## config.mk

```make
export PLATFORM = sky130hd
export DESIGN_NAME = wb_addr_decoder_flat
export DESIGN_NICKNAME = d
export VERILOG_FILES = /design/src/rtl/wb_addr_decoder_pkg.sv /design/src/rtl/wb_addr_decoder_if.sv /design/src/rtl/wb_addr_decoder_match.sv /design/src/rtl/wb_addr_decoder.sv /design/src/flat_wrapper.sv
export SDC_FILE = /design/constraint.sdc
export NUM_CORES = 1
export LEC_CHECK = 0
export BUFFER_PORTS_ARGS = -buffer_cell sky130_fd_sc_hd__buf_2
export CAP_MARGIN = 25
export CORE_AREA = 3 3 137 139
export DETAILED_ROUTE_END_ITERATION = 10
export DIE_AREA = 0 0 140 142
export GPL_TIMING_DRIVEN = 0
export MAX_ROUTING_LAYER = met4
export SLEW_MARGIN = 20
export SYNTH_ARGS = -nofsm -noshare
export SYNTH_HDL_FRONTEND = slang
export SYNTH_HIERARCHICAL = 1
export SYNTH_SLANG_ARGS = --single-unit
```

## constraint.sdc

```tcl
create_clock -name wb_clk_i -period 4.24 [get_ports wb_clk_i]
set_input_delay 0.212 -clock wb_clk_i [delete_from_list [all_inputs] [get_ports wb_clk_i]]
set_output_delay 0.212 -clock wb_clk_i [all_outputs]
set_load 0.01 [all_outputs]
```

## src/rtl/wb_addr_decoder_pkg.sv

```systemverilog
// Shared types and constants for the Wishbone address decoder.
package wb_addr_decoder_pkg;

  localparam int NSLV = 4;

  typedef enum logic [1:0] {
    ST_IDLE = 2'd0,
    ST_BUSY = 2'd1,
    ST_ERR  = 2'd2,
    ST_DONE = 2'd3
  } state_e;

  typedef logic [1:0] cause_t;

  localparam cause_t CAUSE_NONE     = 2'b00;
  localparam cause_t CAUSE_UNMAPPED = 2'b01;
  localparam cause_t CAUSE_TIMEOUT  = 2'b10;

endpackage

```

## src/rtl/wb_addr_decoder_if.sv

```systemverilog
// Bus bundle between the CPU master adapter, the decoder and the four slaves.
interface wb_addr_decoder_if;
  import wb_addr_decoder_pkg::*;

  // master request side
  logic [31:0]        wbs_adr_i;
  logic [31:0]        wbs_dat_i;
  logic               wbs_we_i;
  logic [3:0]         wbs_sel_i;
  logic               wbs_stb_i;
  logic               wbs_cyc_i;
  logic [31:0]        wbs_dat_o;
  logic               wbs_ack_o;
  // slave fan-out side
  logic [31:0]        wbm_adr_o;
  logic [31:0]        wbm_dat_o;
  logic               wbm_we_o;
  logic [3:0]         wbm_sel_o;
  logic [NSLV-1:0]    wbm_cyc_o;
  logic [NSLV-1:0]    wbm_stb_o;
  logic [NSLV*32-1:0] wbm_dat_i;
  logic [NSLV-1:0]    wbm_ack_i;

  // view from the decoder
  modport slave (
    input  wbs_adr_i, wbs_dat_i, wbs_we_i, wbs_sel_i, wbs_stb_i, wbs_cyc_i,
    output wbs_dat_o, wbs_ack_o,
    output wbm_adr_o, wbm_dat_o, wbm_we_o, wbm_sel_o, wbm_cyc_o, wbm_stb_o,
    input  wbm_dat_i, wbm_ack_i
  );

  // view from the surrounding system (CPU master plus slaves)
  modport master (
    output wbs_adr_i, wbs_dat_i, wbs_we_i, wbs_sel_i, wbs_stb_i, wbs_cyc_i,
    input  wbs_dat_o, wbs_ack_o,
    input  wbm_adr_o, wbm_dat_o, wbm_we_o, wbm_sel_o, wbm_cyc_o, wbm_stb_o,
    output wbm_dat_i, wbm_ack_i
  );

endinterface

```

## src/rtl/wb_addr_decoder_match.sv

```systemverilog
// Combinational base/mask matcher; the lowest matching slave index wins.
module wb_addr_match
  import wb_addr_decoder_pkg::*;
#(
  parameter logic [NSLV*32-1:0] SLV_BASE = {32'h3000_0000, 32'h2000_0000, 32'h1000_0000, 32'h0000_0000},
  parameter logic [NSLV*32-1:0] SLV_MASK = {32'hFFFF_F000, 32'hFFFF_F000, 32'hFFFF_F000, 32'hFFFF_0000}
) (
  input  logic [31:0] adr_i,
  output logic        hit_o,
  output logic [1:0]  idx_o
);

  logic [NSLV-1:0] match_s;

  // per-slave window compare
  always_comb begin
    match_s = 4'b0000;
    for (int i = 0; i < NSLV; i++) begin
      match_s[i] = ((adr_i & SLV_MASK[i*32 +: 32]) == SLV_BASE[i*32 +: 32]);
    end
  end

  // priority encode so overlapping windows resolve to the lowest index
  always_comb begin
    hit_o = |match_s;
    if (match_s[0]) begin
      idx_o = 2'd0;
    end else if (match_s[1]) begin
      idx_o = 2'd1;
    end else if (match_s[2]) begin
      idx_o = 2'd2;
    end else begin
      idx_o = 2'd3;
    end
  end

endmodule

```

## src/rtl/wb_addr_decoder.sv

```systemverilog
// One-master / four-slave Wishbone classic decoder with bus-timeout watchdog
// and sticky first-fault capture.
module wb_addr_decoder
  import wb_addr_decoder_pkg::*;
#(
  parameter logic [NSLV*32-1:0] SLV_BASE       = {32'h3000_0000, 32'h2000_0000, 32'h1000_0000, 32'h0000_0000},
  parameter logic [NSLV*32-1:0] SLV_MASK       = {32'hFFFF_F000, 32'hFFFF_F000, 32'hFFFF_F000, 32'hFFFF_0000},
  parameter int unsigned        TIMEOUT_CYCLES = 16,
  parameter logic [31:0]        ERR_DATA       = 32'hDEAD_BEEF
) (
  input  logic               wb_clk_i,
  input  logic               wb_rst_n_i,
  wb_addr_decoder_if.slave   bus,
  output logic               err_flag_o,
  output logic [1:0]         err_cause_o,
  output logic [31:0]        err_adr_o,
  input  logic               err_clr_i
);

  state_e          state_q, state_d;
  logic [15:0]     cnt_q, cnt_d;
  logic [1:0]      sel_q, sel_d;
  logic            err_flag_q, err_flag_d;
  cause_t          err_cause_q, err_cause_d;
  logic [31:0]     err_adr_q, err_adr_d;

  logic            hit_s;
  logic [1:0]      idx_s;
  logic [NSLV-1:0] cyc_s, stb_s;
  logic            ack_s;
  logic [31:0]     dat_s;
  logic            fault_s;
  cause_t          fault_cause_s;

  wb_addr_match #(
    .SLV_BASE (SLV_BASE),
    .SLV_MASK (SLV_MASK)
  ) u_match (
    .adr_i (bus.wbs_adr_i),
    .hit_o (hit_s),
    .idx_o (idx_s)
  );

  assign bus.wbm_adr_o = bus.wbs_adr_i;
  assign bus.wbm_dat_o = bus.wbs_dat_i;
  assign bus.wbm_we_o  = bus.wbs_we_i;
  assign bus.wbm_sel_o = bus.wbs_sel_i;

  // next-state, watchdog counter and per-state bus outputs
  always_comb begin
    state_d       = state_q;
    cnt_d         = cnt_q;
    sel_d         = sel_q;
    cyc_s         = 4'b0000;
    stb_s         = 4'b0000;
    ack_s         = 1'b0;
    dat_s         = 32'h0000_0000;
    fault_s       = 1'b0;
    fault_cause_s = CAUSE_NONE;
    case (state_q)
      ST_IDLE: begin
        if (bus.wbs_cyc_i && bus.wbs_stb_i) begin
          if (hit_s) begin
            sel_d   = idx_s;
            cnt_d   = 16'd0;
            state_d = ST_BUSY;
          end else begin
            fault_s       = 1'b1;
            fault_cause_s = CAUSE_UNMAPPED;
            state_d       = ST_ERR;
          end
        end else begin
          state_d = ST_IDLE;
        end
      end
      ST_BUSY: begin
        cyc_s[sel_q] = bus.wbs_cyc_i;
        stb_s[sel_q] = bus.wbs_stb_i;
        if (!bus.wbs_cyc_i) begin
          // master abandoned the cycle: no ack owed
          cnt_d   = 16'd0;
          state_d = ST_IDLE;
        end else if (bus.wbm_ack_i[sel_q]) begin
          // a slave ack on the last counted cycle still beats the timeout
          ack_s   = 1'b1;
          dat_s   = bus.wbm_dat_i[{sel_q, 5'd0} +: 32];
          cnt_d   = 16'd0;
          state_d = ST_DONE;
        end else if (cnt_q == 16'(TIMEOUT_CYCLES - 1)) begin
          fault_s       = 1'b1;
          fault_cause_s = CAUSE_TIMEOUT;
          cnt_d         = 16'd0;
          state_d       = ST_ERR;
        end else begin
          cnt_d = cnt_q + 16'd1;
        end
      end
      ST_ERR: begin
        ack_s   = 1'b1;
        dat_s   = ERR_DATA;
        state_d = ST_DONE;
      end
      ST_DONE: begin
        // dead cycle so a strobe still being dropped is not re-decoded
        state_d = ST_IDLE;
      end
      default: begin
        state_d = ST_IDLE;
      end
    endcase
  end

  // sticky first-fault capture; a new fault wins over a simultaneous clear
  always_comb begin
    err_flag_d  = err_flag_q;
    err_cause_d = err_cause_q;
    err_adr_d   = err_adr_q;
    if (fault_s && (!err_flag_q || err_clr_i)) begin
      err_flag_d  = 1'b1;
      err_cause_d = fault_cause_s;
      err_adr_d   = bus.wbs_adr_i;
    end else if (err_clr_i) begin
      err_flag_d  = 1'b0;
      err_cause_d = CAUSE_NONE;
      err_adr_d   = 32'h0000_0000;
    end else begin
      err_flag_d  = err_flag_q;
    end
  end

  // reset masks strobes and ack immediately, before the reset edge arrives
  always_comb begin
    if (wb_rst_n_i) begin
      bus.wbm_cyc_o = cyc_s;
      bus.wbm_stb_o = stb_s;
      bus.wbs_ack_o = ack_s;
      bus.wbs_dat_o = dat_s;
    end else begin
      bus.wbm_cyc_o = 4'b0000;
      bus.wbm_stb_o = 4'b0000;
      bus.wbs_ack_o = 1'b0;
      bus.wbs_dat_o = 32'h0000_0000;
    end
  end

  // state, counter, select and fault registers
  always_ff @(posedge wb_clk_i) begin
    if (!wb_rst_n_i) begin
      state_q     <= ST_IDLE;
      cnt_q       <= 16'd0;
      sel_q       <= 2'd0;
      err_flag_q  <= 1'b0;
      err_cause_q <= CAUSE_NONE;
      err_adr_q   <= 32'h0000_0000;
    end else begin
      state_q     <= state_d;
      cnt_q       <= cnt_d;
      sel_q       <= sel_d;
      err_flag_q  <= err_flag_d;
      err_cause_q <= err_cause_d;
      err_adr_q   <= err_adr_d;
    end
  end

  assign err_flag_o  = err_flag_q;
  assign err_cause_o = err_cause_q;
  assign err_adr_o   = err_adr_q;

endmodule
```

## src/flat_wrapper.sv

```systemverilog
// flat-port wrapper written by rule: the top's interface ports become plain ports
module wb_addr_decoder_flat import wb_addr_decoder_pkg::*;
#(
  parameter logic [NSLV*32-1:0] SLV_BASE       = {32'h3000_0000, 32'h2000_0000, 32'h1000_0000, 32'h0000_0000},
  parameter logic [NSLV*32-1:0] SLV_MASK       = {32'hFFFF_F000, 32'hFFFF_F000, 32'hFFFF_F000, 32'hFFFF_0000},
  parameter int unsigned        TIMEOUT_CYCLES = 16,
  parameter logic [31:0]        ERR_DATA       = 32'hDEAD_BEEF
)
  (wb_clk_i, wb_rst_n_i, err_flag_o, err_cause_o, err_adr_o, err_clr_i, bus_wbs_adr_i, bus_wbs_dat_i, bus_wbs_we_i, bus_wbs_sel_i, bus_wbs_stb_i, bus_wbs_cyc_i, bus_wbs_dat_o, bus_wbs_ack_o, bus_wbm_adr_o, bus_wbm_dat_o, bus_wbm_we_o, bus_wbm_sel_o, bus_wbm_cyc_o, bus_wbm_stb_o, bus_wbm_dat_i, bus_wbm_ack_i);
  wb_addr_decoder_if bus_i ();
  input  logic wb_clk_i;
  input  logic wb_rst_n_i;
  output logic err_flag_o;
  output logic [1:0] err_cause_o;
  output logic [31:0] err_adr_o;
  input  logic err_clr_i;
  input wire logic [$bits(bus_i.wbs_adr_i)-1:0] bus_wbs_adr_i;
  input wire logic [$bits(bus_i.wbs_dat_i)-1:0] bus_wbs_dat_i;
  input wire logic [$bits(bus_i.wbs_we_i)-1:0] bus_wbs_we_i;
  input wire logic [$bits(bus_i.wbs_sel_i)-1:0] bus_wbs_sel_i;
  input wire logic [$bits(bus_i.wbs_stb_i)-1:0] bus_wbs_stb_i;
  input wire logic [$bits(bus_i.wbs_cyc_i)-1:0] bus_wbs_cyc_i;
  output wire logic [$bits(bus_i.wbs_dat_o)-1:0] bus_wbs_dat_o;
  output wire logic [$bits(bus_i.wbs_ack_o)-1:0] bus_wbs_ack_o;
  output wire logic [$bits(bus_i.wbm_adr_o)-1:0] bus_wbm_adr_o;
  output wire logic [$bits(bus_i.wbm_dat_o)-1:0] bus_wbm_dat_o;
  output wire logic [$bits(bus_i.wbm_we_o)-1:0] bus_wbm_we_o;
  output wire logic [$bits(bus_i.wbm_sel_o)-1:0] bus_wbm_sel_o;
  output wire logic [$bits(bus_i.wbm_cyc_o)-1:0] bus_wbm_cyc_o;
  output wire logic [$bits(bus_i.wbm_stb_o)-1:0] bus_wbm_stb_o;
  input wire logic [$bits(bus_i.wbm_dat_i)-1:0] bus_wbm_dat_i;
  input wire logic [$bits(bus_i.wbm_ack_i)-1:0] bus_wbm_ack_i;
  assign bus_i.wbs_adr_i = bus_wbs_adr_i;
  assign bus_i.wbs_dat_i = bus_wbs_dat_i;
  assign bus_i.wbs_we_i = bus_wbs_we_i;
  assign bus_i.wbs_sel_i = bus_wbs_sel_i;
  assign bus_i.wbs_stb_i = bus_wbs_stb_i;
  assign bus_i.wbs_cyc_i = bus_wbs_cyc_i;
  assign bus_wbs_dat_o = bus_i.wbs_dat_o;
  assign bus_wbs_ack_o = bus_i.wbs_ack_o;
  assign bus_wbm_adr_o = bus_i.wbm_adr_o;
  assign bus_wbm_dat_o = bus_i.wbm_dat_o;
  assign bus_wbm_we_o = bus_i.wbm_we_o;
  assign bus_wbm_sel_o = bus_i.wbm_sel_o;
  assign bus_wbm_cyc_o = bus_i.wbm_cyc_o;
  assign bus_wbm_stb_o = bus_i.wbm_stb_o;
  assign bus_i.wbm_dat_i = bus_wbm_dat_i;
  assign bus_i.wbm_ack_i = bus_wbm_ack_i;
  wb_addr_decoder #(.SLV_BASE(SLV_BASE), .SLV_MASK(SLV_MASK), .TIMEOUT_CYCLES(TIMEOUT_CYCLES), .ERR_DATA(ERR_DATA)) u_core (.wb_clk_i(wb_clk_i), .wb_rst_n_i(wb_rst_n_i), .bus(bus_i), .err_flag_o(err_flag_o), .err_cause_o(err_cause_o), .err_adr_o(err_adr_o), .err_clr_i(err_clr_i));
endmodule
```

---- After elaboration in Yosys (flattened, before gate mapping) ----
Index checks and enable logic that the tools add are counted.
word-level totals
  register bits after elaboration ......... 55
  input port bits ......................... 206
  output and inout port bits .............. 145
cells by class
  multiplexer cells ....................... 49
  $add $sub $neg .......................... 1
  shift operators ......................... 1
  bitwise logic cells ..................... 2
  reductions and logical operators ........ 12
  $lt $le $gt $ge ......................... 2
  eq/ne operators ......................... 10
operators with widths
  cell                     number
  $mux W32                 5
  $shiftx A128 B8 Y32      1
  $mux W16                 5
  $pmux W32 S2             1
  $eq A20 B18 Y1 const B   2
  $logic_not A32 Y1        1
  $pmux W16 S2             1
  $mux W2                  13
  $eq A20 B17 Y1 const B   1
  $add A16 B1 Y16 const B  1
  $eq A16 B4 Y1 const B    1
  $mux W4                  4
  $mux W1                  14
  $and A4 B4 Y4            2
  $pmux W2 S4              1
  $reduce_and A3 Y1        2
  $eq A2 B2 Y1 const B     2
  $ne A2 B1 Y1 const B     2
  $ne A4 B2 Y1 const B     1
  $pmux W1 S2              2
  $pmux W2 S2              1
  $reduce_bool A2 Y1       2
  $reduce_or A4 Y1         1
  $logic_and A1 B1 Y1      3
  8 further kinds          8

---- Logic depth before layout (Yosys ltp) ----
Gate-level depths: netlist of the first run.
  depth in word-level cells ............... 7
  gate-level depth with buffers ........... 9

---- Cells and area by module ----
Netlist of the first run, hierarchy kept.
by module, submodules not included
  module           times used  cells each  area each (sq um)
  wb_addr_decoder  1           508         4475.5
  wb_addr_match    1           10          68.8

---- Worst setup path before layout of the first run ----
Ideal clock, no wire load.
  path type ............................... input-to-reg
  from .................................... in bus_wbs_adr_i[13]
  to ...................................... reg u_core.cnt_q[10]
  stages on the path ...................... 9
  buffers on the path ..................... 1
  library setup time ...................... 0.070 ns
  required time ........................... 4.170 ns
  slack ................................... 2.095 ns
  data arrival time ....................... 2.075 ns
  cells stage by stage .................... or4_4 o21a_1 nor2_1 nand4_2 o21ai_2 nand3_1 buf_2 or3_1 a21oi_1
between the ends
  cells in the longest elaborated chain, start to end .. 4
RTL lines
  item                                              line                         source
  from (decl)                                       flat_wrapper.sv:17           input wire logic [$bits(bus_i.wbs_adr_i)-1:0] bus_wbs_adr_i;
  $eq A20 B17 Y1 or $eq A20 B18 Y1 (tied branches)  wb_addr_decoder_match.sv:19  match_s[i] = ((adr_i & SLV_MASK[i*32 +: 32]) == SLV_BASE[i*32 +: 32]);
  $reduce_or A4 Y1 (*)                              wb_addr_decoder_match.sv:25  hit_o = |match_s;
  named net u_core.hit_s                            wb_addr_decoder.sv:27        logic hit_s;
  $ne A2 B1 Y1 (no line) (*)                        --
  $reduce_and A3 Y1 (no line) (*)                   --
  to (signal assigned)                              wb_addr_decoder.sv:157       cnt_q <= cnt_d;
  to (decl)                                         wb_addr_decoder.sv:21        logic [15:0] cnt_q, cnt_d;
The timed path passes the listed nets; every way through them passes the cells marked *.
A chain may end at the register's enable or synchronous reset.

---- Worst setup path after layout of the first run ----
  from .................................... reg u_core.sel_q[0]
  to ...................................... out bus_wbs_dat_o[6]
between the ends
  cells in the longest elaborated chain, start to end .. 6
RTL lines
  item                                                         line                    source
  from (decl)                                                  wb_addr_decoder.sv:22   logic [1:0] sel_q, sel_d;
  from (signal assigned)                                       wb_addr_decoder.sv:158  sel_q <= sel_d;
  branches (longest 2 deep; another with $shiftx A128 B8 Y32)  --
  $mux W32 (*)                                                 wb_addr_decoder.sv:83   end else if (bus.wbm_ack_i[sel_q]) begin
  $mux W32 (*)                                                 wb_addr_decoder.sv:79   if (!bus.wbs_cyc_i) begin
  $pmux W32 S2 (*)                                             wb_addr_decoder.sv:60   case (state_q)
  $mux W32 (*)                                                 wb_addr_decoder.sv:133  if (wb_rst_n_i) begin
  to (decl)                                                    flat_wrapper.sv:23      output wire logic [$bits(bus_i.wbs_dat_o)-1:0] bus_wbs_dat_o;
Mark *: on every way between the ends. The select of a mux whose other input is x is not followed.

==> results of run 1 <==
## sequential cells by signal (all words and copies together), names as in the netlist
| register | cells |
|---|---|
| u_core/state_q | 2 |
| u_core/err_adr_o | 32 |
| u_core/err_cause_o | 2 |
| u_core/cnt_q | 16 |
| u_core/err_flag_o | 1 |
| u_core/sel_q | 2 |
## logic make-up (layout without fill, tap and decap cells)
logic type                 Yosys count  in the layout  share of synthesized area, %
DFF                                 55             55                         24.23
and+or+nand+nor                    170            170                         22.27
buffers and inverters              116            436                         15.61
AOI/OAI and AO/OA                  137            137                         20.04
adders and majority gates            4              4                         1.101
muxes                               36             36                         16.74
other                                0              3                             0
## synthesized netlist by cell type, types with 2 or more instances
master	number	area, sq um
sky130_fd_sc_hd__a211o_1	2	17.52
sky130_fd_sc_hd__a21boi_0	5	37.54
sky130_fd_sc_hd__a21oi_1	42	210.2
sky130_fd_sc_hd__and2_1	2	12.51
sky130_fd_sc_hd__and3_1	39	244.0
sky130_fd_sc_hd__and3_2	2	15.01
sky130_fd_sc_hd__buf_1	3	11.26
sky130_fd_sc_hd__buf_2	11	55.05
sky130_fd_sc_hd__buf_4	69	518.0
sky130_fd_sc_hd__clkbuf_1	26	97.59
sky130_fd_sc_hd__dfxtp_1	55	1101
sky130_fd_sc_hd__ha_1	4	50.05
sky130_fd_sc_hd__inv_1	6	22.52
sky130_fd_sc_hd__mux2i_1	4	40.04
sky130_fd_sc_hd__mux4_2	32	720.7
sky130_fd_sc_hd__nand2_1	16	60.06
sky130_fd_sc_hd__nand2b_1	34	212.7
sky130_fd_sc_hd__nand3_1	15	75.07
sky130_fd_sc_hd__nand4_1	5	31.28
sky130_fd_sc_hd__nand4b_1	2	17.52
sky130_fd_sc_hd__nor2_1	15	56.30
sky130_fd_sc_hd__nor2b_1	9	56.30
sky130_fd_sc_hd__nor3_1	6	30.03
sky130_fd_sc_hd__nor4_1	8	50.05
sky130_fd_sc_hd__o211ai_1	3	22.52
sky130_fd_sc_hd__o21a_1	64	480.5
sky130_fd_sc_hd__o21ai_0	8	40.04
sky130_fd_sc_hd__o21ai_2	2	17.52
sky130_fd_sc_hd__o22ai_1	2	12.51
sky130_fd_sc_hd__o31ai_1	2	15.01
sky130_fd_sc_hd__or3_1	5	31.28
sky130_fd_sc_hd__or4_1	3	22.52
## layer usage
metal / up-vias / track usage, % / share of wire (%) / routed length [um]
li1: 2474 / - / - / -
met2: 241 / 31.30 / 52 / 9714
met4: 0 / 4.437 / 1.4 / 258
met5: - / - / 0 / 0
met1: 2391 / 22.69 / 40 / 7477
met3: 17 / 2.554 / 6.8 / 1274
## report_power, final
part           total, mW  leakage, nW  internal (mW)  switching [mW]
clock              0.466       0.0769          0.276           0.190
combinational      0.321         2.65          0.177           0.144
sequential         0.535        0.446          0.529         0.00673
## layout make-up
cell class	count	area, sq um
clock inverter	1	30.03
fill	1905	11220
antenna	3	7.507
tap	229	286.5
clock buffer	6	128.9
multi-input combinational	347	2734
inverter	6	22.52
buffer	110	686.9
timing repair buffer	313	1567
sequential	55	1101
## final timing paths
path	from	to	cells past startpoint
worst max-delay path	u_core/sel_q[0]$_SDFFE_PN0P_	bus_wbs_dat_o[6]	8
worst min-delay path	bus_wbs_adr_i[0]	u_core/err_adr_o[0]$_SDFFE_PN0P_	3
worst max register to register	u_core/sel_q[0]$_SDFFE_PN0P_	u_core/err_adr_o[19]$_SDFFE_PN0P_	7
worst min register to register	u_core/cnt_q[1]$_SDFFE_PN0P_	u_core/cnt_q[1]$_SDFFE_PN0P_	2
## worst min-delay path, cell delays in order
cell	delay, ps
sky130_fd_sc_hd__buf_2	80
sky130_fd_sc_hd__and3_1	130
sky130_fd_sc_hd__o21a_1	110
==> metrics.log, run 1 <==
[metrics] Clk Tree Root Cell: sky130_fd_sc_hd__clkbuf_16
[metrics] Hold Slack: 276.0 ps
[metrics] Crit Path Category: register to output pin
[metrics] leading cell type in the layout, fill and taps excluded: sky130_fd_sc_hd__buf_2
[metrics] remaining max-slew budget at the tightest pin: 56.62%
[metrics] vias after detailed routing: 5123
[metrics] minimum setup slack in the final design: 1415 ps
[metrics] family with the most delay on the worst path: buffers and inverters
[metrics] commonest cells after routing, fill and taps aside: sky130_fd_sc_hd__buf_2, sky130_fd_sc_hd__buf_4, sky130_fd_sc_hd__o21a_1
[metrics] result of the run: complete, no violations
[metrics] peak ir drop on the vdd network: 231.0 uV
[metrics] number of cells produced by synthesis: 518
[metrics] final worst path period share: 66.64%
[metrics] average wire per cell in the routed design: 17.50 um
[metrics] Synth-to-Final Area Change: 44.44%
[metrics] Power Total: 1.323 mW
[metrics] Post-Place Cell Area: 0.006397 sq mm
[metrics] final-layout setup total negative slack: 0 ps
[metrics] Worst Hold Class: primary input to register
[metrics] P_leak: 3.175 nW
[metrics] maximum clock path buffer count: 2
[metrics] Placement Setup Slack: 1498 ps
[metrics] number of clock sinks seen by CTS: 55
[metrics] number of buffer and inverter instances along the worst setup path: 3
[metrics] top flip-flop cell by instance count after synthesis: sky130_fd_sc_hd__dfxtp_1
[metrics] data required time at the worst endpoint: 4030 ps
[metrics] last weighted congestion value of the routability-driven placer: 0.8812
[metrics] vertical extent of the die: 142 um
[metrics] remaining design rule violation count: 0
[metrics] RSZ-0062 raised after global routing: false
[metrics] type of element launching the critical path: register
[metrics] full die area: 0.01988 sq mm
[metrics] number of warnings issued by yosys: 6
[metrics] placeable core region: 0.01778 sq mm
[metrics] Critical Path Sink Type: output pin
[metrics] number of max-capacitance violations reported: 0
[metrics] wire length of the first global-routing pass: 28070 um
[metrics] filler-free cell count of the finished design: 1070
[metrics] longest individual stage delay on the worst path: 420 ps
[metrics] post-route core utilization: 36.92%
[metrics] synthesized area per cell: 8.773 sq um
[metrics] Initial Utilization: 25.56%
[metrics] overflow left after global routing: 0
[metrics] GRT Overall Usage: 18.19%
[metrics] clock buffer count from CTS: 5
[metrics] clock tree from TritonCTS: yes
[metrics] CTS Hold Bufs: 0
[metrics] Detailed Routing Iterations Pass 1: 5
[metrics] number of post-CTS setup repair buffers: 0
[metrics] Seq/Total Area, Yosys: 24.23%
[metrics] drt via density: 4.788
[metrics] maximum level of the CTS H-tree: 2
[metrics] ys async rst share: 0%
[metrics] number of pins with negative max-slew slack in the final report: 0
[metrics] final number of setup-violating endpoints: 0
[metrics] biggest fanout along the worst timing path: 10
[metrics] number of unique standard cell types used by synthesis: 49
[metrics] Final #Nets: 1048
[metrics] final HPWL from detailed placement: 15970 um
[metrics] number of hold violations in the final report: 0
[metrics] number of port buffers: 313
[metrics] number of synthesized flops with an enable pin: 0
[metrics] number of top-level pins: 351
[metrics] Worst-Skew Late Latency: 290 ps
[metrics] width of the die: 140 um
[metrics] number of global-route vias before repair: 4876
[metrics] placed cell count: 1060
[metrics] Worst-Margin Slew: 650.8 ps
[metrics] time the final worst path needs with I/O delays and setup: 2825 ps
[metrics] largest net degree at the start of global routing: 16
[metrics] drt initial violations: 282
[metrics] number of nets in the synthesized netlist: 728
[metrics] FMAX: 353.9 MHz
[metrics] Cell Rows: 49
[metrics] pwr dens: 201.5 mW/mm^2
[metrics] cell area after synthesis: 0.004544 sq mm
[metrics] ordered cell list for the critical path: clkbuf_1 > mux2i_1 > o22ai_1 > nor2_1 > nor2_1 > clkbuf_1 > o21a_1 > buf_2
[metrics] #FFs+latches synth: 55
[metrics] fraction of final layout cells with drive strength greater than 1: 52.74%
[metrics] final non-filler cell area: 0.006564 sq mm
[metrics] Post-CTS Resized: 0
[metrics] Antenna Nets Post-Route: 0
[metrics] highest-delay cell along the critical path: sky130_fd_sc_hd__nor2_1
[metrics] Worst Path Arrival: 2610 ps
[metrics] antenna violations before repair: 6
[metrics] post-detailed-routing wire length: 18720 um
[metrics] clock transition at the registers of the reported paths: 70 ps
[metrics] worst clock skew on the final layout: 6.601 ps
[metrics] flop-to-flop setup slack: 1770 ps
Note: power is estimated with default switching activity, not from simulation.
==> run 2: changes to the inputs <==
--- a/config.mk
+++ b/config.mk
@@ -5,6 +5,7 @@
 export SDC_FILE = /design/constraint.sdc
 export NUM_CORES = 1
 export LEC_CHECK = 0
+export ABC_AREA = 1
 export BUFFER_PORTS_ARGS = -buffer_cell sky130_fd_sc_hd__buf_2
 export CAP_MARGIN = 25
 export CORE_AREA = 3 3 137 139
==> constraint.sdc (replaced) <==
create_clock -name wb_clk_i -period 2.5 [get_ports wb_clk_i]
set_input_delay 0.125 -clock wb_clk_i [delete_from_list [all_inputs] [get_ports wb_clk_i]]
set_output_delay 0.125 -clock wb_clk_i [all_outputs]
set_load 0.01 [all_outputs]
==> run 2 against run 1 <==
Cell count is 9.0% higher. Sequential power is 70% higher. Hold slack worse by 190 ps. Power is 70% higher. Critical endpoint is now bus_wbs_dat_o[28]. Highest routed layer unchanged.
==> metrics.log, run 2 <==
[metrics] total area of multi-input combinational cells: 0.002117 sq mm (was 0.002734 sq mm)
[metrics] vias after detailed routing: 5214 (was 5123)
[metrics] maximum clock path buffer count: 2 (unchanged)
[metrics] fraction of final layout cells with drive strength greater than 1: 44.49% (was 52.74%)
[metrics] final-layout setup total negative slack: 0 ps (unchanged)
[metrics] Cell Rows: 49 (unchanged)
[metrics] Fill cells: 2015 (was 1905)
[metrics] Worst Hold Class: primary input to register (unchanged)
[metrics] final number of setup-violating endpoints: 0 (unchanged)
[metrics] worst r2r dst: u_core/err_adr_o[21]$_SDFFE_PN0P_ (was u_core/err_adr_o[19]$_SDFFE_PN0P_)
[metrics] Clk Tree Root Cell: sky130_fd_sc_hd__clkbuf_16 (unchanged)
[metrics] Hold Slack: 88.14 ps (was 276.0 ps)
[metrics] final worst path period share: 92.22%
[metrics] filler-free cell count of the finished design: 1166 (was 1070)
[metrics] commonest cells after routing, fill and taps aside: sky130_fd_sc_hd__buf_2, sky130_fd_sc_hd__nand2_1, sky130_fd_sc_hd__buf_4 (was sky130_fd_sc_hd__buf_2, sky130_fd_sc_hd__buf_4, sky130_fd_sc_hd__o21a_1)
[metrics] post-synth top area share: 27.14% (was 24.23%)
[metrics] cell area after synthesis: 0.004056 sq mm (was 0.004544 sq mm)
[metrics] drt via density: 4.472 (was 4.788)
[metrics] type of element launching the critical path: register (unchanged)
[metrics] wire length of the first global-routing pass: 27460 um (was 28070 um)
[metrics] ordered cell list for the critical path: inv_2 > nor2_1 > clkbuf_1 > a22oi_1 > a31oi_1 > buf_2 (was clkbuf_1 > mux2i_1 > o22ai_1 > nor2_1 > nor2_1 > clkbuf_1 > o21a_1 > buf_2)
[metrics] P_leak: 3.095 nW (was 3.175 nW)
[metrics] leading cell type in the layout, fill and taps excluded: sky130_fd_sc_hd__buf_2 (unchanged)
[metrics] largest cells by area after synthesis: sky130_fd_sc_hd__dfxtp_1, sky130_fd_sc_hd__buf_4, sky130_fd_sc_hd__nand2_1, sky130_fd_sc_hd__a21oi_1, sky130_fd_sc_hd__a22oi_1 (was sky130_fd_sc_hd__dfxtp_1, sky130_fd_sc_hd__mux4_2, sky130_fd_sc_hd__buf_4, sky130_fd_sc_hd__o21a_1, sky130_fd_sc_hd__and3_1)
[metrics] Synth-to-Final Area Change: 50.15% (was 44.44%)
[metrics] met3 WL post-DR: 1577 um (was 1274 um)
[metrics] Worst Path Arrival: 2180 ps (was 2610 ps)
[metrics] Critical Path Sink Type: output pin (unchanged)
[metrics] number of post-CTS setup repair buffers: 0 (unchanged)
[metrics] final non-filler cell area: 0.006091 sq mm (was 0.006564 sq mm)
[metrics] Crit Path Category: register to output pin (unchanged)
[metrics] minimum setup slack in the final design: 194.5 ps (was 1415 ps)
[metrics] family with the most delay on the worst path: buffers and inverters (unchanged)
[metrics] worst clock skew on the final layout: 3.910 ps (was 6.601 ps)
[metrics] number of cells produced by synthesis: 614 (was 518)
[metrics] RSZ-0062 raised after global routing: false (unchanged)
[metrics] depth of the worst register-to-register path: 10 (was 7)
[metrics] GRT Overall Usage: 17.68% (was 18.19%)
[metrics] vertical extent of the die: 142 um (unchanged)
[metrics] top flip-flop cell by instance count after synthesis: sky130_fd_sc_hd__dfxtp_1 (unchanged)
[metrics] clock buffer count from CTS: 5 (unchanged)
[metrics] time the final worst path needs with I/O delays and setup: 2306 ps
[metrics] Power Total: 2.246 mW (was 1.323 mW)
[metrics] Post-Place Cell Area: 0.005909 sq mm (was 0.006397 sq mm)
[metrics] peak ir drop on the vdd network: 278.8 uV (was 231.0 uV)
[metrics] placed cell count: 1156 (was 1060)
[metrics] Hold Path Stages: 3 (unchanged)
[metrics] critical path startpoint: u_core/sel_q[0]$_SDFFE_PN0P_ (unchanged)
[metrics] remaining design rule violation count: 0 (unchanged)
[metrics] placeable core region: 0.01778 sq mm (unchanged)
[metrics] Synth top cells by count: sky130_fd_sc_hd__nand2_1, sky130_fd_sc_hd__buf_4, sky130_fd_sc_hd__nor2_1 (was sky130_fd_sc_hd__buf_4, sky130_fd_sc_hd__o21a_1, sky130_fd_sc_hd__dfxtp_1)
[metrics] Seq/Total Area, Yosys: 27.14% (was 24.23%)
[metrics] Met1 Wirelength: 7052 um (was 7477 um)
[metrics] biggest fanout along the worst timing path: 10 (unchanged)
[metrics] number of flip-flops in the largest register: 32 (unchanged)
[metrics] FMAX: 433.7 MHz
[metrics] number of clock sinks seen by CTS: 55 (unchanged)
[metrics] final HPWL from detailed placement: 15270 um (was 15970 um)
[metrics] full die area: 0.01988 sq mm (unchanged)
[metrics] remaining max-slew budget at the tightest pin: 59.42% (was 56.62%)
[metrics] result of the run: complete, no violations (unchanged)
[metrics] clock transition at the registers of the reported paths: 70 ps (about the same)
[metrics] Top Layer Used: met4 (unchanged)
[metrics] ys async rst share: 0% (unchanged)
[metrics] synthesized area per cell: 6.606 sq um (was 8.773 sq um)
[metrics] Initial Utilization: 22.81% (was 25.56%)
[metrics] longest individual stage delay on the worst path: 490 ps (was 420 ps)
[metrics] number of pins with negative max-slew slack in the final report: 0 (unchanged)
[metrics] #FFs+latches synth: 55 (unchanged)
[metrics] stages on the worst setup path: 6 (was 8)
[metrics] number of buffer and inverter instances along the worst setup path: 3 (unchanged)
[metrics] post-detailed-routing wire length: 18100 um (was 18720 um)
[metrics] number of nets in the synthesized netlist: 824 (was 728)
[metrics] maximum level of the CTS H-tree: 2 (unchanged)
[metrics] number of max-capacitance violations reported: 0 (unchanged)
[metrics] Placement Setup Slack: 407.3 ps (was 1498 ps)
[metrics] clock tree from TritonCTS: yes (unchanged)
[metrics] DR WL met2: 9138 um (was 9714 um)
[metrics] number of hold violations in the final report: 0 (unchanged)
[metrics] number of synthesized flops with an enable pin: 0 (unchanged)
[metrics] Worst-Margin Slew: 608.7 ps (was 650.8 ps)
[metrics] number of global-route vias before repair: 5026 (was 4876)
[metrics] pwr dens: 368.7 mW/mm^2 (was 201.5 mW/mm^2)
[metrics] last weighted congestion value of the routability-driven placer: 0.9035 (was 0.8812)
[metrics] worst reg2reg startpoint: u_core/state_q[0]$_SDFFE_PN0P_ (was u_core/sel_q[0]$_SDFFE_PN0P_)
[metrics] number of port buffers: 313 (unchanged)
[metrics] number of unique standard cell types used by synthesis: 32 (was 49)
[metrics] largest net degree at the start of global routing: 17 (was 16)
[metrics] largest area contributor in the netlist: sky130_fd_sc_hd__dfxtp_1 (unchanged)
[metrics] highest-delay cell along the critical path: sky130_fd_sc_hd__clkbuf_1 (was sky130_fd_sc_hd__nor2_1)
[metrics] post-route core utilization: 34.26% (was 36.92%)
[metrics] drt initial violations: 234 (was 282)
[metrics] antenna violations before repair: 3 (was 6)
[metrics] flop-to-flop setup slack: 530 ps (was 1770 ps)
[metrics] average wire per cell in the routed design: 15.52 um (was 17.50 um)
[metrics] number of warnings issued by yosys: 6 (unchanged)
[metrics] Final #Nets: 1144 (was 1048)
[metrics] number of top-level pins: 351 (unchanged)
[metrics] Detailed Routing Iterations Pass 1: 5 (unchanged)
[metrics] area taken by flip-flops and latches: 0.001101 sq mm (unchanged)
[metrics] timing endpoint of the critical path: bus_wbs_dat_o[28] (was bus_wbs_dat_o[6])
[metrics] Antenna Nets Post-Route: 0 (unchanged)
[metrics] Worst-Skew Late Latency: 290 ps (about the same)
[metrics] most used standard cell by instance count after synthesis: sky130_fd_sc_hd__nand2_1 (was sky130_fd_sc_hd__buf_4)
[metrics] overflow left after global routing: 0 (unchanged)
[metrics] width of the die: 140 um (unchanged)
[metrics] data required time at the worst endpoint: 2380 ps (was 4030 ps)
## run 2: changes by cell type after synthesis, moves of 31 or more
cell | before | now
sky130_fd_sc_hd__nand4_1 | 5 | 36
sky130_fd_sc_hd__o21a_1 | 64 | 0
sky130_fd_sc_hd__nand2b_1 | 34 | 0
sky130_fd_sc_hd__mux4_2 | 32 | 0
sky130_fd_sc_hd__a22oi_1 | 1 | 37
sky130_fd_sc_hd__nor2_1 | 15 | 64
sky130_fd_sc_hd__inv_1 | 6 | 38
sky130_fd_sc_hd__nand2_1 | 16 | 137
sky130_fd_sc_hd__and3_1 | 39 | 0
## run 2: cell families after synthesis
logic type | after synthesis | synth area share (%)
flops | 55 | 27.14
xor+xnor | 6 | 1.295
simple gates | 267 | 28.99
fa+ha+maj | 4 | 1.234
compound gates | 136 | 20.67
buf+inv | 146 | 20.67
## run 2: cell type report
type / count / share of cell area (%)
timing repair buffer: 313 / 25.72
buffer: 102 / 11.09
clock inverter: 2 / 0.5752
tap: 229 / 4.704
clock buffer: 6 / 2.280
sequential: 55 / 18.08
antenna: 2 / 0.08217
inverter: 44 / 2.712
multi-input combinational: 413 / 34.76
## run 2: worst register-to-register path, delay by kind of cell, from the launching register on
kind	cells	cell delay (ps)
AOI/OAI and AO/OA	2	210
adders and majority gates	1	270
buffers and inverters	4	710
DFF	1	360
and+or+nand+nor	3	340
## run 2: power by group
group / internal, mW / total, mW / leakage, nW / switching (mW)
registers: 0.898 / 0.909 / 0.446 / 0.0113
logic: 0.268 / 0.518 / 2.56 / 0.250
clock network: 0.499 / 0.819 / 0.0869 / 0.320
total: 1.66 / 2.25 / 3.09 / 0.581
## run 2: how the worst min path moves through the flow
stage	startpoint	endpoint	slack, ps
2_1_floorplan	bus_wbs_adr_i[10]	u_core/err_adr_o[10]$_SDFFE_PN0P_	270
3_3_place_gp	bus_wbs_adr_i[8]	u_core/err_adr_o[8]$_SDFFE_PN0P_	390
3_5_place_dp	bus_wbs_adr_i[11]	u_core/err_adr_o[11]$_SDFFE_PN0P_	400
4_1_cts	bus_wbs_adr_i[11]	u_core/err_adr_o[11]$_SDFFE_PN0P_	80
5_1_grt	bus_wbs_adr_i[11]	u_core/err_adr_o[11]$_SDFFE_PN0P_	90
6_report	bus_wbs_adr_i[11]	u_core/err_adr_o[11]$_SDFFE_PN0P_	90
## run 2: layer usage
metal	vias to the layer above	track usage [%]
met5	-	-
met4	0	4.029
met3	16	4.167
met2	237	30.84
met1	2311	20.75
li1	2650	-
## run 2: timing repair
| item | 4_1_cts | 5_1_grt |
|---|---|---|
| endpoints found under the setup margin | 0 | 4 |
| endpoints found under the hold margin | 0 | 0 |
| resized for setup | 0 | 1 |
| hold buffers | 0 | 0 |
==> run 3: changes to the inputs <==
--- a/config.mk
+++ b/config.mk
@@ -8,13 +8,12 @@
 export ABC_AREA = 1
 export BUFFER_PORTS_ARGS = -buffer_cell sky130_fd_sc_hd__buf_2
 export CAP_MARGIN = 25
-export CORE_AREA = 3 3 137 139
+export CORE_AREA = 3 3 135 137
 export DETAILED_ROUTE_END_ITERATION = 10
-export DIE_AREA = 0 0 140 142
+export DIE_AREA = 0 0 138 140
 export GPL_TIMING_DRIVEN = 0
 export MAX_ROUTING_LAYER = met4
 export SLEW_MARGIN = 20
 export SYNTH_ARGS = -nofsm -noshare
 export SYNTH_HDL_FRONTEND = slang
-export SYNTH_HIERARCHICAL = 1
 export SYNTH_SLANG_ARGS = --single-unit
==> run 3 against run 2 <==
Synthesized cell count grew 6.5%. Sequential cell count is the same. Combinational power is essentially flat. Via count grew 10%. Routed wire length grew 7.6%. Non-clock buffer count grew 9. Hold slack gained 8.5 ps. Clock skew grew 2.6 ps. Sequential power is essentially flat. Cell count grew 3.1%. Critical path type unchanged. Largest cell class is now multi-input combinational cells. Largest power group unchanged.
==> metrics.log, run 3 <==
[metrics] top flip-flop cell by instance count after synthesis: sky130_fd_sc_hd__dfxtp_1 (unchanged)
[metrics] depth of the worst register-to-register path: 13 (was 10)
[metrics] hold path startpoint: bus_wbs_adr_i[6] (was bus_wbs_adr_i[11])
[metrics] overflow left after global routing: 0 (unchanged)
[metrics] number of nets in the synthesized netlist: 864 (was 824)
[metrics] ys async rst share: 0% (unchanged)
[metrics] Synth-to-Final Area Change: 46.87% (was 50.15%)
[metrics] number of flip-flops in the largest register: 32 (unchanged)
[metrics] P_leak: 3.090 nW (was 3.095 nW)
[metrics] time the final worst path needs with I/O delays and setup: 2332 ps (was 2306 ps)
[metrics] average wire per cell in the routed design: 16.20 um (was 15.52 um)
[metrics] commonest cells after routing, fill and taps aside: sky130_fd_sc_hd__buf_2, sky130_fd_sc_hd__nand3_1, sky130_fd_sc_hd__nand2_1 (was sky130_fd_sc_hd__buf_2, sky130_fd_sc_hd__nand2_1, sky130_fd_sc_hd__buf_4)
[metrics] Crit Path Category: register to output pin (unchanged)
[metrics] peak ir drop on the vdd network: 330.0 uV (was 278.8 uV)
[metrics] hold endpoint: u_core.err_adr_o[6]$_SDFFE_PN0P_ (was u_core/err_adr_o[11]$_SDFFE_PN0P_)
[metrics] worst r2r dst: u_core.err_adr_o[25]$_SDFFE_PN0P_ (was u_core/err_adr_o[21]$_SDFFE_PN0P_)
[metrics] flop-to-flop setup slack: 380 ps (was 530 ps)
[metrics] Global Route met1 Usage: 24.14% (was 20.75%)
[metrics] largest cells by area after synthesis: sky130_fd_sc_hd__dfxtp_1, sky130_fd_sc_hd__buf_4, sky130_fd_sc_hd__nand3_1, sky130_fd_sc_hd__nand2_1, sky130_fd_sc_hd__a22oi_1 (was sky130_fd_sc_hd__dfxtp_1, sky130_fd_sc_hd__buf_4, sky130_fd_sc_hd__nand2_1, sky130_fd_sc_hd__a21oi_1, sky130_fd_sc_hd__a22oi_1)
[metrics] number of hold violations in the final report: 0 (unchanged)
[metrics] result of the run: complete, no violations (unchanged)
[metrics] pwr dens: 341.0 mW/mm^2 (was 368.7 mW/mm^2)
[metrics] fraction of final layout cells with drive strength greater than 1: 43.65% (was 44.49%)
[metrics] GRT Overall Usage: 19.11% (was 17.68%)
[metrics] final worst path period share: 93.27% (was 92.22%)
[metrics] number of pins with negative max-slew slack in the final report: 0 (unchanged)
[metrics] type of element launching the critical path: register (unchanged)
[metrics] drt initial violations: 263 (was 234)
[metrics] Fill cells: 1873 (was 2015)
[metrics] Final #Nets: 1185 (was 1144)
[metrics] drt via density: 4.780 (was 4.472)
[metrics] number of top-level pins: 351 (unchanged)
[metrics] remaining design rule violation count: 0 (unchanged)
[metrics] final number of setup-violating endpoints: 0 (unchanged)
[metrics] data required time at the worst endpoint: 2380 ps (about the same)
[metrics] number of unique standard cell types used by synthesis: 29 (was 32)
[metrics] minimum setup slack in the final design: 168.1 ps (was 194.5 ps)
[metrics] Worst Path Arrival: 2210 ps (was 2180 ps)
[metrics] final HPWL from detailed placement: 15940 um (was 15270 um)
[metrics] number of max-capacitance violations reported: 0 (unchanged)
[metrics] Clk Tree Root Cell: sky130_fd_sc_hd__clkbuf_16 (unchanged)
[metrics] post-detailed-routing wire length: 19470 um (was 18100 um)
[metrics] Worst-Skew Late Latency: 300 ps (was 290 ps)
[metrics] cell area after synthesis: 0.004324 sq mm (was 0.004056 sq mm)
[metrics] Detailed Routing Iterations Pass 1: 5 (unchanged)
[metrics] number of warnings issued by yosys: 0 (was 6)
[metrics] clock transition at the registers of the reported paths: 80 ps (was 70 ps)
[metrics] full die area: 0.01932 sq mm (was 0.01988 sq mm)
[metrics] number of port buffers: 313 (unchanged)
[metrics] most used standard cell by instance count after synthesis: sky130_fd_sc_hd__nand2_1 (unchanged)
[metrics] post-synth top area share: 25.46% (was 27.14%)
[metrics] remaining max-slew budget at the tightest pin: 57.15% (was 59.42%)
[metrics] maximum clock path buffer count: 2 (unchanged)
[metrics] Initial Utilization: 25.17% (was 22.81%)
[metrics] number of clock sinks seen by CTS: 55 (unchanged)
[metrics] vias after detailed routing: 5746 (was 5214)
[metrics] number of global-route vias before repair: 5404 (was 5026)
[metrics] wire length of the first global-routing pass: 29480 um (was 27460 um)
[metrics] Cell Rows: 48 (was 49)
[metrics] number of synthesized flops with an enable pin: 0 (unchanged)
[metrics] Placement Setup Slack: 122.5 ps (was 407.3 ps)
[metrics] final non-filler cell area: 0.006351 sq mm (was 0.006091 sq mm)
[metrics] met2 Use GR: 31.17% (was 30.84%)
[metrics] RSZ-0062 raised after global routing: false (unchanged)
[metrics] synthesized area per cell: 6.612 sq um (was 6.606 sq um)
[metrics] Worst-Margin Slew: 642.8 ps (was 608.7 ps)
[metrics] grt met3 use: 4.302% (was 4.167%)
[metrics] largest area contributor in the netlist: sky130_fd_sc_hd__dfxtp_1 (unchanged)
[metrics] Synth top cells by count: sky130_fd_sc_hd__nand2_1, sky130_fd_sc_hd__nand3_1, sky130_fd_sc_hd__buf_4 (was sky130_fd_sc_hd__nand2_1, sky130_fd_sc_hd__buf_4, sky130_fd_sc_hd__nor2_1)
[metrics] Critical Path Sink Type: output pin (unchanged)
[metrics] number of cells produced by synthesis: 654 (was 614)
[metrics] FMAX: 428.8 MHz (was 433.7 MHz)
[metrics] #FFs+latches synth: 55 (unchanged)
[metrics] maximum level of the CTS H-tree: 2 (unchanged)
[metrics] final-layout setup total negative slack: 0 ps (unchanged)
[metrics] worst reg2reg startpoint: u_core.cnt_q[0]$_SDFFE_PN0P_ (was u_core/state_q[0]$_SDFFE_PN0P_)
[metrics] worst clock skew on the final layout: 6.545 ps (was 3.910 ps)
[metrics] filler-free cell count of the finished design: 1202 (was 1166)
[metrics] clock tree from TritonCTS: yes (unchanged)
[metrics] largest net degree at the start of global routing: 19 (was 17)
[metrics] vertical extent of the die: 140 um (was 142 um)
[metrics] Hold Path Stages: 3 (unchanged)
[metrics] CTS Hold Bufs: 0 (unchanged)
[metrics] leading cell type in the layout, fill and taps excluded: sky130_fd_sc_hd__buf_2 (unchanged)
[metrics] Worst Hold Class: primary input to register (unchanged)
[metrics] Antenna Nets Post-Route: 0 (unchanged)
[metrics] Post-Place Cell Area: 0.006172 sq mm (was 0.005909 sq mm)
[metrics] clock buffer count from CTS: 5 (unchanged)
[metrics] placeable core region: 0.01718 sq mm (was 0.01778 sq mm)
[metrics] width of the die: 138 um (was 140 um)
[metrics] Seq/Total Area, Yosys: 25.46% (was 27.14%)
[metrics] antenna violations before repair: 2 (was 3)
[metrics] last weighted congestion value of the routability-driven placer: 0.9313 (was 0.9035)
[metrics] placed cell count: 1192 (was 1156)
[metrics] biggest fanout along the worst timing path: 10 (unchanged)
[metrics] most utilized layer in the global route result: met2 (unchanged)
run 3: cell types whose count changed after synthesis, moves of 10 or more:
cell and delta:
sky130_fd_sc_hd__nand4_1 -17, sky130_fd_sc_hd__a22oi_1 +10, sky130_fd_sc_hd__a31oi_1 -10, sky130_fd_sc_hd__nand2_1 -34, sky130_fd_sc_hd__nand3_1 +86, sky130_fd_sc_hd__a41oi_1 +17
run 3: repair_timing:
action	CTS	global route
buffers inserted	0	1
pin swaps	0	1
resized for setup	4	5
setup endpoints to repair	17	21
run 3: metal layers:
| layer | part of all wire (%) | routed length [um] | vias to the layer above |
|---|---|---|---|
| met1 | 44 | 8485 | 2615 |
| li1 | - | - | 2850 |
| met3 | 7.2 | 1410 | 16 |
| met4 | 1.8 | 343 | 0 |
| met5 | 0 | 0 | - |
| met2 | 47 | 9235 | 265 |
run 3: cells by family (layout without fill, tap and decap cells):
kind of cell / Yosys count / after routing / synth area share, %
and+or+nand+nor: 295 / 295 / 30.90
buffers and inverters: 152 / 474 / 20.54
AOI/OAI and AO/OA: 146 / 146 / 21.53
DFF: 55 / 55 / 25.46
adders and majority gates: 4 / 4 / 1.157
xor gates and xnor gates: 2 / 2 / 0.4052
other: 0 / 1 / 0
run 3: power breakdown:
| part | switching (mW) | internal (mW) | total, mW |
|---|---|---|---|
| logic | 0.253 | 0.265 | 0.518 |
| clock network | 0.362 | 0.379 | 0.741 |
| registers | 0.0107 | 0.896 | 0.907 |
run 3: metrics by stage:
| stage | hold slack, ps | util, % | power (mW) |
|---|---|---|---|
| after floorplan | 289.4 | - | 1.176 |
| after global placement | 410.6 | 35.93 | 1.444 |
| after detailed placement | 412.6 | 35.93 | 1.445 |
| after CTS | 90.91 | 36.89 | 2.188 |
| after global routing | 103.6 | 36.98 | 2.258 |
| final | 96.65 | 36.98 | 2.166 |
run 3: critical path, stage by stage, from the launching register on:
cell	delay, ps
sky130_fd_sc_hd__dfxtp_2	410
sky130_fd_sc_hd__nand2_1	150
sky130_fd_sc_hd__nor2_1	120
sky130_fd_sc_hd__a21oi_1	60
sky130_fd_sc_hd__nand2_2	110
sky130_fd_sc_hd__inv_2	90
sky130_fd_sc_hd__o21ai_2	150
sky130_fd_sc_hd__nand2_2	130
sky130_fd_sc_hd__buf_2	220
sky130_fd_sc_hd__a41oi_2	260
sky130_fd_sc_hd__buf_2	190
run 3: final cells by class:
cell class	count	area (sq um)	share of cell area [%]
multi-input combinational	447	2352	37.04
timing repair buffer	314	1574	24.78
sequential	55	1102	17.36
buffer	110	733.2	11.54
tap	225	281.5	4.433
inverter	42	157.7	2.482
clock buffer	5	125.1	1.970
clock inverter	3	22.52	0.3546
antenna	1	2.502	0.03940
run 3: worst max-delay path by stage:
stage	cells after the start	start	slack, ps	to
after floorplan	13	u_core.cnt_q[0]$_SDFFE_PN0P_	710	u_core.err_adr_o[22]$_SDFFE_PN0P_
after global placement	9	u_core.sel_q[0]$_SDFFE_PN0P_	130	bus_wbs_dat_o[28]
after detailed placement	10	u_core.sel_q[1]$_SDFFE_PN0P_	120	bus_wbs_dat_o[28]
after CTS	10	u_core.sel_q[1]$_SDFFE_PN0P_	70	bus_wbs_dat_o[28]
after global routing	10	u_core.sel_q[0]$_SDFFE_PN0P_	3	bus_wbs_dat_o[28]
final	10	u_core.sel_q[0]$_SDFFE_PN0P_	170	bus_wbs_dat_o[28]
